<file path="config.mk">
export PLATFORM = sky130hd
export DESIGN_NAME = crd_rd_arb
export DESIGN_NICKNAME = d
export VERILOG_FILES = /design/src/rtl/crd_rd_arb_pkg.sv /design/src/rtl/arb_id_fifo.sv /design/src/rtl/crd_rd_arb.sv
export SDC_FILE = /design/constraint.sdc
export NUM_CORES = 1
export LEC_CHECK = 0
export CORE_AREA = 2 2 216 218
export DETAILED_ROUTE_END_ITERATION = 10
export DIE_AREA = 0 0 218 220
export PLACE_DENSITY = 0.39
export SKIP_LAST_GASP = 1
export SLEW_MARGIN = 0
export SYNTH_ARGS = -nofsm -noshare
export SYNTH_HDL_FRONTEND = slang
export SYNTH_HIERARCHICAL = 1
export SYNTH_SLANG_ARGS = --single-unit
</file>
<file path="constraint.sdc">
create_clock -name clk -period 6.1 [get_ports clk]
set_clock_uncertainty 0.1 [all_clocks]
set_input_delay 1.83 -clock clk [delete_from_list [all_inputs] [get_ports clk]]
set_output_delay 1.83 -clock clk [all_outputs]
set_load 0.01 [all_outputs]
</file>
<file path="src/rtl/crd_rd_arb_pkg.sv">
// crd_rd_arb_pkg: shared sizing and requester IDs for the coordinate-read arbiter
package crd_rd_arb_pkg;
  localparam int NUM_REQ    = 2;
  localparam int MAX_OUTSTD = 4;
  localparam int REQ_KNN    = 0;
  localparam int REQ_FPS    = 1;
  localparam int ID_W       = (NUM_REQ > 1) ? $clog2(NUM_REQ) : 1;
endpackage

</file>
<file path="src/rtl/arb_id_fifo.sv">
// arb_id_fifo: first-word fall-through FIFO of granted requester IDs with sync clear
module arb_id_fifo #(
  parameter int DW    = 1,
  parameter int DEPTH = 4
) (
  input  logic                   clk,
  input  logic                   rst_n,
  input  logic                   clr_i,
  input  logic                   push_i,
  input  logic [DW-1:0]          din_i,
  input  logic                   pop_i,
  output logic [DW-1:0]          dout_o,
  output logic                   full_o,
  output logic                   empty_o,
  output logic [$clog2(DEPTH):0] cnt_o
);
  localparam int AW = $clog2(DEPTH);
  logic [DW-1:0] mem_q [DEPTH];
  logic [AW-1:0] wp_q, wp_d, rp_q, rp_d;
  logic [AW:0]   cnt_q, cnt_d;
  logic          wr, rd;
  assign full_o  = cnt_q == (AW+1)'(DEPTH);
  assign empty_o = cnt_q == '0;
  assign dout_o  = mem_q[rp_q];
  assign cnt_o   = cnt_q;
  assign wr      = push_i && !full_o && !clr_i;
  assign rd      = pop_i && !empty_o && !clr_i;
  // pointers wrap naturally because DEPTH is a power of two
  always_comb begin
    wp_d  = clr_i ? '0 : wp_q + AW'(wr);
    rp_d  = clr_i ? '0 : rp_q + AW'(rd);
    cnt_d = clr_i ? '0 : cnt_q + (AW+1)'(wr) - (AW+1)'(rd);
  end
  always_ff @(posedge clk or negedge rst_n) begin
    if (!rst_n) begin
      wp_q  <= '0;
      rp_q  <= '0;
      cnt_q <= '0;
    end else begin
      wp_q  <= wp_d;
      rp_q  <= rp_d;
      cnt_q <= cnt_d;
    end
  end
  always_ff @(posedge clk) if (wr) mem_q[wp_q] <= din_i;
endmodule

</file>
<file path="src/rtl/crd_rd_arb.sv">
// crd_rd_arb: round-robin arbiter of requester coordinate reads onto one GLB port,
// routing in-order read data back to the requester that issued each address
module crd_rd_arb
  import crd_rd_arb_pkg::*;
#(
  parameter int NUM_REQ    = crd_rd_arb_pkg::NUM_REQ,
  parameter int IDX_WIDTH  = 10,
  parameter int SRAM_WIDTH = 256,
  parameter int MAX_OUTSTD = crd_rd_arb_pkg::MAX_OUTSTD
) (
  input  logic                         clk,
  input  logic                         rst_n,
  input  logic                         CCUARB_Rst,
  input  logic [NUM_REQ*IDX_WIDTH-1:0] REQARB_Addr,
  input  logic [NUM_REQ-1:0]           REQARB_AddrVld,
  output logic [NUM_REQ-1:0]           ARBREQ_AddrRdy,
  output logic [SRAM_WIDTH-1:0]        ARBREQ_Dat,
  output logic [NUM_REQ-1:0]           ARBREQ_DatVld,
  input  logic [NUM_REQ-1:0]           REQARB_DatRdy,
  output logic [IDX_WIDTH-1:0]         ARBGLB_CrdAddr,
  output logic                         ARBGLB_CrdAddrVld,
  input  logic                         GLBARB_CrdAddrRdy,
  input  logic [SRAM_WIDTH-1:0]        GLBARB_Crd,
  input  logic                         GLBARB_CrdVld,
  output logic                         ARBGLB_CrdRdy,
  output logic [$clog2(MAX_OUTSTD):0]  ARB_Outstd,
  output logic                         ARB_Err
);
  localparam int IDW = NUM_REQ > 1 ? $clog2(NUM_REQ) : 1;
  logic [IDW-1:0] rr_q, rr_d, lid_q, lid_d, win, sel, head;
  logic           lock_q, lock_d, err_q, err_d, found, credit, ahs, dhs, full, empty;
  int             j;
  always_comb begin
    found = 1'b0;
    win   = rr_q;
    j     = 0;
    for (int k = 0; k < NUM_REQ; k++) begin
      j = int'(rr_q) + k;
      if (j >= NUM_REQ) j -= NUM_REQ;
      if (!found && REQARB_AddrVld[j]) begin
        win   = IDW'(j);
        found = 1'b1;
      end
    end
  end
  // a presented-but-unaccepted grant is held so the GLB sees a stable address
  assign sel               = lock_q ? lid_q : win;
  assign credit            = rst_n && !full;
  assign ARBGLB_CrdAddrVld = (found || lock_q) && credit;
  assign ARBGLB_CrdAddr    = REQARB_Addr[sel*IDX_WIDTH +: IDX_WIDTH];
  assign ARBREQ_AddrRdy    = NUM_REQ'(GLBARB_CrdAddrRdy && credit) << sel;
  assign ahs               = ARBGLB_CrdAddrVld && GLBARB_CrdAddrRdy;
  assign ARBREQ_DatVld     = NUM_REQ'(GLBARB_CrdVld && !empty) << head;
  assign ARBGLB_CrdRdy     = !empty && REQARB_DatRdy[head];
  assign dhs               = GLBARB_CrdVld && ARBGLB_CrdRdy;
  assign ARBREQ_Dat        = GLBARB_Crd;
  assign ARB_Err           = err_q;
  always_comb begin
    rr_d   = CCUARB_Rst ? IDW'(REQ_KNN) : ahs ? IDW'((int'(sel) + 1) % NUM_REQ) : rr_q;
    lock_d = !CCUARB_Rst && ARBGLB_CrdAddrVld && !GLBARB_CrdAddrRdy;
    lid_d  = sel;
    err_d  = !CCUARB_Rst && (err_q || (GLBARB_CrdVld && empty));
  end
  always_ff @(posedge clk or negedge rst_n) begin
    if (!rst_n) begin
      rr_q   <= IDW'(REQ_KNN);
      lid_q  <= '0;
      lock_q <= 1'b0;
      err_q  <= 1'b0;
    end else begin
      rr_q   <= rr_d;
      lid_q  <= lid_d;
      lock_q <= lock_d;
      err_q  <= err_d;
    end
  end
  arb_id_fifo #(.DW(IDW), .DEPTH(MAX_OUTSTD)) u_fifo (
    .clk     (clk),
    .rst_n   (rst_n),
    .clr_i   (CCUARB_Rst),
    .push_i  (ahs),
    .din_i   (sel),
    .pop_i   (dhs),
    .dout_o  (head),
    .full_o  (full),
    .empty_o (empty),
    .cnt_o   (ARB_Outstd)
  );
endmodule

</file>
=== After elaboration in Yosys (flattened, before gate mapping) ===
Memory sizes are Yosys's and may differ from the RTL's.
Cells that the tools add are included.

* Add/sub/neg operators: 8
* Multipliers: 1
* $lt $le $gt $ge: 5
* Equality and inequality tests: 1
* Shift-type cells: 3
* Multiplexer cells: 22
* Reduce and logical (&&, ||, !) cells: 25

{| class="wikitable"
|+ Operators with widths
! cell !! number
|-
| $lt 32x3->1 const B || 2
|-
| $mux 32 || 2
|-
| $shiftx 20x6->10 || 1
|-
| $mux 1 || 17
|-
| $logic_and 1x1->1 || 16
|-
| $logic_not 1->1 || 5
|-
| $add 2x1->2 || 2
|-
| $mul 1x3->4 const B || 1
|-
| $mux 2 || 2
|-
| $shl 1x1->2 || 2
|-
| $add 3x1->3 || 1
|-
| $eq 3x3->1 const B || 1
|-
| $logic_not 3->1 || 1
|-
| $mux 3 || 1
|-
| $sub 1x2->3 const B || 1
|-
| $sub 2x2->3 const B || 1
|-
| $sub 3x1->3 || 1
|-
| $add 1x1->2 const B || 1
|-
| $ge 1x2->1 const B || 1
|-
| $ge 2x2->1 const B || 1
|-
| $logic_or 1x1->1 || 2
|-
| $lt 1x2->1 const B || 1
|-
| $reduce_bool 2->1 || 1
|-
| $add 1x1->1 const B || 1
|}

* Register bits after elaboration: 11
* Memory bits (writable): 4
* Input bits: 285
* Memories kept: 1

{| class="wikitable"
|+ Memory list
! memory !! depth !! width !! read ports !! clocked after memory_dff !! write ports !! line !! text
|-
| u_fifo.mem_q || 4 || 1 || 1 || 0 || 1 || arb_id_fifo.sv:18 || <nowiki>logic [DW-1:0] mem_q [DEPTH];</nowiki>
|}

=== Depth between registers and ports, before layout ===
Gate-level depths: netlist of run 1.

* Word-level depth: 17
* Depth in mapped cells: 12

=== Hierarchy ===
The synthesis of run 1 kept the hierarchy.

{| class="wikitable"
|+ By module, submodules not included
! module !! instances !! cells an instance !! area an instance (um^2) !! sequential area each (um^2)
|-
| crd_rd_arb || 1 || 293 || 2311.0 || 100.1
|-
| arb_id_fifo || 1 || 41 || 563.0 || 295.3
|}

=== Worst setup path before layout of run 1 ===
OpenSTA, ideal clock, no wires.

* Path kind: input to output
* Start: in REQARB_AddrVld[0]
* End: out ARBGLB_CrdAddr[0]
* Data arrival time: 2.721 ns
* Data required time: 4.170 ns
* Slack: 1.449 ns
* Stages: 5
* Path buffers: 1
* Cells stage by stage: inv_2 a21oi_1 o31a_2 buf_6 mux2_4

* Word-level cells in the longest chain between the ends: 10

{| class="wikitable"
|+ Ends and longest elaborated chain
! item !! line !! text
|-
| start, declared || crd_rd_arb.sv:15 || <nowiki>input logic [NUM_REQ-1:0] REQARB_AddrVld,</nowiki>
|-
| $mux 1 (not written as such) (3 in a row) || crd_rd_arb.sv:40 || <nowiki>if (!found && REQARB_AddrVld[j]) begin</nowiki>
|-
| $mux 1 || crd_rd_arb.sv:40 ||
|-
| $logic_not 1->1 || crd_rd_arb.sv:40 ||
|-
| $logic_and 1x1->1 || crd_rd_arb.sv:40 ||
|-
| $mux 1 * || crd_rd_arb.sv:40 ||
|-
| $mux 1 * || crd_rd_arb.sv:47 || <nowiki>assign sel = lock_q ? lid_q : win;</nowiki>
|-
| $mul 1x3->4 * || crd_rd_arb.sv:50 || <nowiki>assign ARBGLB_CrdAddr = REQARB_Addr[sel*IDX_WIDTH +: IDX_WIDTH];</nowiki>
|-
| $shiftx 20x6->10 * || crd_rd_arb.sv:50 ||
|-
| end, declared || crd_rd_arb.sv:20 || <nowiki>output logic [IDX_WIDTH-1:0] ARBGLB_CrdAddr,</nowiki>
|}

Every way passes the cells marked *; elsewhere a longest branch is shown, timed or not. The select of a mux whose other input is x is not followed.

=== Worst setup path after layout of run 1 ===
* Start: in REQARB_AddrVld[0]
* End: out ARBGLB_CrdAddr[6]

The elaborated chain is that of the path after synthesis.

==> results.py, run 1 <==
metrics = {
    "run_status": {
        "outcome": "completed",
    },
    "finish": {
        "drive_gt1_share_pct": 18.46,
        "fin_util_pct": 4.949,
        "fin_area_mm2": 0.002270,
        "final_nets": 421,
        "synthToLayoutAreaGrowth_pct": -21.03,
        "diodes": 0,
        "layout.cells.non_filler": 737,
    },
    "drt": {
        "vias": 1178,
        "dr.pass1.iters": 3,
        "wl_met3_mm": 2.225,
        "routedLengthMet1_mm": 2.186,
        "antenna_left": 0,
        "drc": 0,
        "top_layer_used": "met5",
        "route.detailed.wl_per_inst_um": 13.65,
        "routed_wl_mm": 10.06,
        "first_iter_violations": 56,
        "vias_per_cell": 1.598,
        "wl_met2_mm": 4.145,
    },
    "yosys": {
        "yosysWarnings": 6,
        "ys_ff_latch": 15,
        "yosys.area.top_type": "buf_4",
        "syn_nets": 624,
        "avgSynthCellArea_um2": 8.605,
        "yosysSeqAreaShare_pct": 13.76,
        "synth_area_mm2": 0.002874,
        "yosysTopAreaCellShare_pct": 66.87,
        "yosysUniqueCellTypes": 32,
        "synthCells": 334,
        "synth.area.top_cells": "buf_4, dfrtp_1, mux2_4",
    },
    "timing": {
        "fin_setup_tns_ns": 0,
        "timing.final.crit_share_pct": 93.25,
        "timing.final.crit_period_ns": 5.688,
        "setup_ws_ns": 0.4117,
        "fmax_mhz": 175.8,
        "worst_pin_slew_ns": 0.9865,
        "relSlewSlack_pct": 33.73,
        "rsz0062_at_grt": "no",
        "drv_slew": 0,
        "hold_viol": 0,
        "setup_viol": 0,
    },
    "setup_path": {
        "critPathMaxStageDelay_ns": 0.49,
        "end_kind": "output port",
        "path_class": "in2out",
        "crit_path_top_delay_cell": "clkdlybuf4s50_1",
        "cp_data_arrival_time_ns": 3.76,
        "crit_fanout": 12,
        "cpMostUsedCell": "clkdlybuf4s50_1",
        "path_cells": "clkdlybuf4s50_1 > inv_2 > a21oi_1 > o31a_2 > mux2_2 > clkdlybuf4s50_1",
        "start_kind": "input pin",
        "required_ns": 4.17,
    },
    "global_route": {
        "grt.overflow.total": 0,
        "grt_pass1_wl_mm": 11.92,
        "antenna_found_initial": 2,
        "grt_pass1_vias": 1319,
        "grtUsageTotal_pct": 3.943,
        "grt_max_degree": 14,
    },
    "power": {
        "p_leak_nw": 0.6847,
        "power.density_mw_per_mm2": 143.1,
        "ir_drop_v": 0.00006572,
    },
    "placement": {
        "place_hpwl_mm": 8.634,
        "port_buffers": 48,
        "dpl-instance-area_mm2": 0.002191,
        "dpl.cell_count": 733,
        "post-place-ws_ns": 0.3908,
        "gp_congestion": 0.5832,
    },
    "clock_network": {
        "cts-hold-fix-buffers": 0,
        "cts.clk_slew.worst_paths_ns": 0.05,
        "cts_tree": "done",
        "clkLatencyLatePin_ns": 0.25,
        "cts_setup_buffers": 0,
        "cts_max_level": 1,
        "cts_buffers": 3,
        "cts_sinks": 15,
        "root_buffer": "clkbuf_16",
        "cts-resized-gates": 0,
        "clk_path_buf_depth": 2,
    },
    "die": {
        "die_y_um": 220,
        "die_area_mm2": 0.04796,
        "fp.coreArea_mm2": 0.04586,
        "initial_core_util_pct": 6.266,
        "row_count": 79,
        "die_w_um": 218,
        "ios": 561,
    },
    "job": {
        "cap_violations": 0,
    },
    "hold_path": {
        "worst_hold_path_type": "reg2reg",
    },
}
final timing paths:
kind	cells after the start	endpoint	slack, ns	startpoint
min reg2reg	2	ARB_Err	0.42	ARB_Err
min	2	ARB_Err	0.42	ARB_Err
max	6	ARBGLB_CrdAddr[6]	0.41	REQARB_AddrVld[0]
max in group asynchronous	2	rr_q	3.68	rst_n
max reg2reg	11	u_fifo/cnt_o[2]	2.80	u_fifo/cnt_o[1]
min in group asynchronous	1	u_fifo/wp_q[1]	1.75	rst_n
sequential cells by signal (all words and copies together) (netlist names):
| name | cells |
|---|---|
| u_fifo/mem_q | 4 |
| u_fifo/cnt_o | 3 |
| u_fifo/rp_q | 2 |
| u_fifo/wp_q | 2 |
| ARB_Err | 1 |
| lid_q | 1 |
| lock_q | 1 |
| rr_q | 1 |
layer usage:
layer,GRT usage [%],vias to the layer above
li1,-,380
met1,2.445,439
met2,5.185,218
met3,3.906,137
met4,6.281,4
met5,0,-
cell families after synthesis:
group                    after synthesis  share of synthesized area (%)
buffers and inverters                262                          67.96
AO/OA/AOI/OAI                          4                          1.001
adder cells (fa/ha/maj)                5                          2.438
XOR/XNOR                               3                          1.393
AND/OR/NAND/NOR                       33                          7.228
multiplexers                          12                          6.225
flip-flops                            15                          13.76
power by group:
part / leakage (nW) / switching (mW) / internal (mW)
registers: 0.186 / 0.00293 / 0.108
clock network: 0.0382 / 0.0391 / 0.0885
logic: 0.460 / 0.0343 / 0.0525
total: 0.685 / 0.0764 / 0.249
synthesized netlist by cell type (all sizes together):
library cell	n
a21oi	2
and2	1
and2b	3
and3b	1
buf	257
clkbuf	1
dfrtp	11
edfxtp	4
fa	1
ha	4
inv	4
mux2	10
mux2i	1
mux4	1
nand2	2
nand2b	1
nand3b	1
nor2	11
nor3	3
nor3b	5
nor4	1
nor4b	2
o31a	1
o41ai	1
or2	1
or3b	1
xnor2	2
xnor3	1
cells in the final DEF, fill, tap and decap left out, types with 2 or more instances in the layout:
| cell | n |
|---|---|
| nand2_1 | 2 |
| xnor2_1 | 2 |
| nor3b_1 | 4 |
| nor3_1 | 3 |
| a21oi_1 | 2 |
| clkbuf_16 | 3 |
| mux2_4 | 9 |
| buf_4 | 2 |
| nor4b_1 | 2 |
| and2b_2 | 3 |
| inv_1 | 3 |
| edfxtp_1 | 4 |
| ha_1 | 4 |
| clkdlybuf4s50_1 | 48 |
| nor2_1 | 11 |
| dfrtp_1 | 11 |
stage by stage:
step | power (mW) | hold slack [ns]
final | 0.3249 | 0.4159
after global routing | 0.3448 | 0.4534
after CTS | 0.3320 | 0.4255
after detailed placement | 0.2014 | 0.4144
after global placement | 0.2009 | 0.3942
after floorplan | 0.3211 | 0.4168
cell type report:
cell class	instances	area, um2
multi-input cells	57	525.5
inverters	4	15.01
repair buffers	50	495.5
well taps	607	759.5
flip-flops and latches	15	395.4
fillers	5456	43590
clock buffers	4	78.83
critical path: cells and delay by family:
family,cells,cell delay (ns)
AOI/OAI and AO/OA,2,0.54
muxes,1,0.38
buffers and inverters,3,1.00
Power figures use the tool's default switching activity.
==> run 2: changes to the inputs <==
Settings changed: CTS_CLUSTER_DIAMETER set to 80, SLEW_MARGIN 0 to 25.
==> results of run 2 <==
The final DEF is identical to that of run 1; final timing and power are the same.
==> run 3: changes to the inputs <==
Settings changed: CORE_AREA 2 2 216 218 to 4 4 218 220, DIE_AREA 0 0 218 220 to 0 0 222 224, SETUP_SLACK_MARGIN set to 0.5.
==> run 3 against run 2 <==
Highest routed layer unchanged. Die area grew 3.7%. Largest power group unchanged. Largest cell class unchanged. Via count is 2.7% higher. Clock power grew 5%. Routed wire length is 0.32% lower. Non-clock buffer count grew 2.
==> results.py, run 3 (synthesis results as in run 1) <==
metrics = {
    "placement": {
        "port_buffers": 48,
        "gp_congestion": 0.6021,
        "dpl.cell_count": 726,
        "place_hpwl_mm": 8.600,
    },
    "finish": {
        "nFillCells": 5368,
        "final_common_cell": "clkdlybuf4s50_1",
        "layout_common_cells": "clkdlybuf4s50_1, dfrtp_1, nor2_1",
        "largest_reg_flops": 4,
        "layout.cells.non_filler": 733,
        "multi_input_area_um2": 538.0,
        "ff_latch_area_um2": 395.4,
        "synthToLayoutAreaGrowth_pct": -19.81,
        "fin_util_pct": 5.090,
        "drive_gt1_share_pct": 21.21,
        "final_nets": 423,
        "regMostFlops": "u_fifo/mem_q",
    },
    "timing": {
        "worst_pin_slew_ns": 0.5415,
        "relSlewSlack_pct": 63.74,
        "setup_viol": 0,
        "fin_setup_tns_ns": 0,
        "timing.final.crit_period_ns": 5.512,
        "hold_viol": 0,
        "rsz0062_at_grt": "no",
        "drv_slew": 0,
        "fmax_mhz": 181.4,
        "timing.final.crit_share_pct": 90.36,
    },
    "clock_network": {
        "cts.clk_slew.worst_paths_ns": 0.06,
        "cts_tree": "done",
        "cts-hold-fix-buffers": 0,
        "clkLatencyLatePin_ns": 0.25,
        "cts_max_level": 1,
        "cts_sinks": 15,
        "root_buffer": "clkbuf_16",
        "cts_buffers": 3,
        "clk_path_buf_depth": 2,
    },
    "setup_path": {
        "path_class": "in2out",
        "start_kind": "input pin",
        "required_ns": 4.17,
        "cp_data_arrival_time_ns": 3.58,
        "reg2reg_to": "u_fifo/cnt_o[2]",
        "r2r_slack_ns": 2.86,
        "r2r_start": "u_fifo/rp_q[0]",
        "reg2regPathDepth": 12,
        "crit_fanout": 5,
        "end_kind": "output port",
    },
    "global_route": {
        "grt.overflow.total": 0,
        "grtUsageTotal_pct": 3.709,
        "grt_pass1_wl_mm": 12.37,
        "grt_max_degree": 12,
        "grt_pass1_vias": 1405,
        "antenna_found_initial": 4,
    },
    "drt": {
        "route.detailed.wl_per_inst_um": 13.68,
        "dr.pass1.iters": 3,
        "vias": 1210,
        "routed_wl_mm": 10.03,
        "antenna_left": 0,
        "vias_per_cell": 1.651,
        "first_iter_violations": 36,
        "drc": 0,
    },
    "power": {
        "ir_drop_v": 0.00007579,
        "power.internal_mw": 0.2476,
        "power.density_mw_per_mm2": 144.2,
        "swShare_pct": 25.53,
        "p_comb_share_pct": 26.4,
        "power_frac_clock_pct": 40.4,
        "switching_power_mw": 0.08487,
        "seq_power_share_pct": 33.2,
        "p_leak_nw": 0.7478,
    },
    "hold_path": {
        "hold_end": "ARB_Err",
        "hp-start": "ARB_Err",
        "holdPathStages": 2,
        "worst_hold_path_type": "reg2reg",
    },
    "die": {
        "die_y_um": 224,
        "ios": 561,
        "die_area_mm2": 0.04973,
        "fp.coreArea_mm2": 0.04528,
        "die_w_um": 222,
        "initial_core_util_pct": 6.347,
        "row_count": 78,
    },
    "job": {
        "cap_violations": 0,
    },
    "run_status": {
        "outcome": "completed",
    },
}
==> run 3: cell types whose count changed in the layout (fill, tap and decap cells not counted), sizes merged <==
cell	previous run	this run
clkdlybuf4s50	48	37
buf	2	4
dlymetal6s2s	0	3
diode	0	1
clkinvlp	0	1
clkbuf	4	3
dlygate4sd2	0	8
==> run 3: final cells by class <==
type | instances | area share [%]
diodes | 1 | 0.1086
clock buffers | 3 | 3.257
clock inverters | 1 | 0.3257
inverters | 4 | 0.6515
multi-input cells | 57 | 23.34
flip-flops and latches | 15 | 17.16
well taps | 600 | 32.57
repair buffers | 52 | 22.58
==> run 3: what timing repair did <==
action,CTS,global route
pin swaps,1,0
setup buffers,2,0
setup endpoints to repair,11,3
resized for setup,9,3
==> run 3: power by group through the flow <==
stage / Clock, mW / Sequential, mW / Combinational (mW)
finish: 0.134 / 0.110 / 0.0878
CTS: 0.139 / 0.110 / 0.0912
detailed placement: 0 / 0.112 / 0.0901
global placement: 0 / 0.112 / 0.0902
global route: 0.143 / 0.111 / 0.0955
floorplan: 0 / 0.112 / 0.209
==> run 3: metal layers <==
| metal | vias to the layer above | track usage (%) | routed length [um] |
|---|---|---|---|
| met1 | 455 | 2.515 | 2321 |
| met2 | 239 | 5.490 | 4435 |
| met4 | 4 | 4.782 | 1206 |
| met3 | 125 | 3.145 | 2040 |
| met5 | - | 0 | 22 |
| li1 | 387 | - | - |
==> run 3: critical path: stages <==
cell and delay, ns:
clkdlybuf4s50_1 0.51, nor2_1 0.08, o31a_4 0.35, buf_4 0.17
nor2_1 0.10, clkdlybuf4s50_1 0.55
==> run 3: stage by stage <==
stage                     worst slack (ns)  instance area [um2]  total power [mW]  hold slack (ns)
final                               0.5882                 2305            0.3324           0.4085
after global routing                0.5168                 2302            0.3494           0.4634
after CTS                           0.5006                 2290            0.3410           0.4236
after detailed placement            0.2142                 2182            0.2023           0.4112
after global placement              0.2421                 2182            0.2024           0.4109
after floorplan                      1.449                 2874            0.3211           0.4168
==> run 3: worst max path at each step <==
stage,startpoint,end,slack [ns],cells after the start
2_1_floorplan,REQARB_AddrVld[0],ARBGLB_CrdAddr[0],1.45,5
3_3_place_gp,REQARB_AddrVld[0],ARBREQ_AddrRdy[0],0.24,7
3_5_place_dp,REQARB_AddrVld[0],ARBREQ_AddrRdy[0],0.21,7
4_1_cts,REQARB_AddrVld[1],ARBGLB_CrdAddr[2],0.50,6
5_1_grt,REQARB_AddrVld[1],ARBREQ_AddrRdy[1],0.52,6
6_report,REQARB_AddrVld[1],ARBREQ_AddrRdy[1],0.59,6
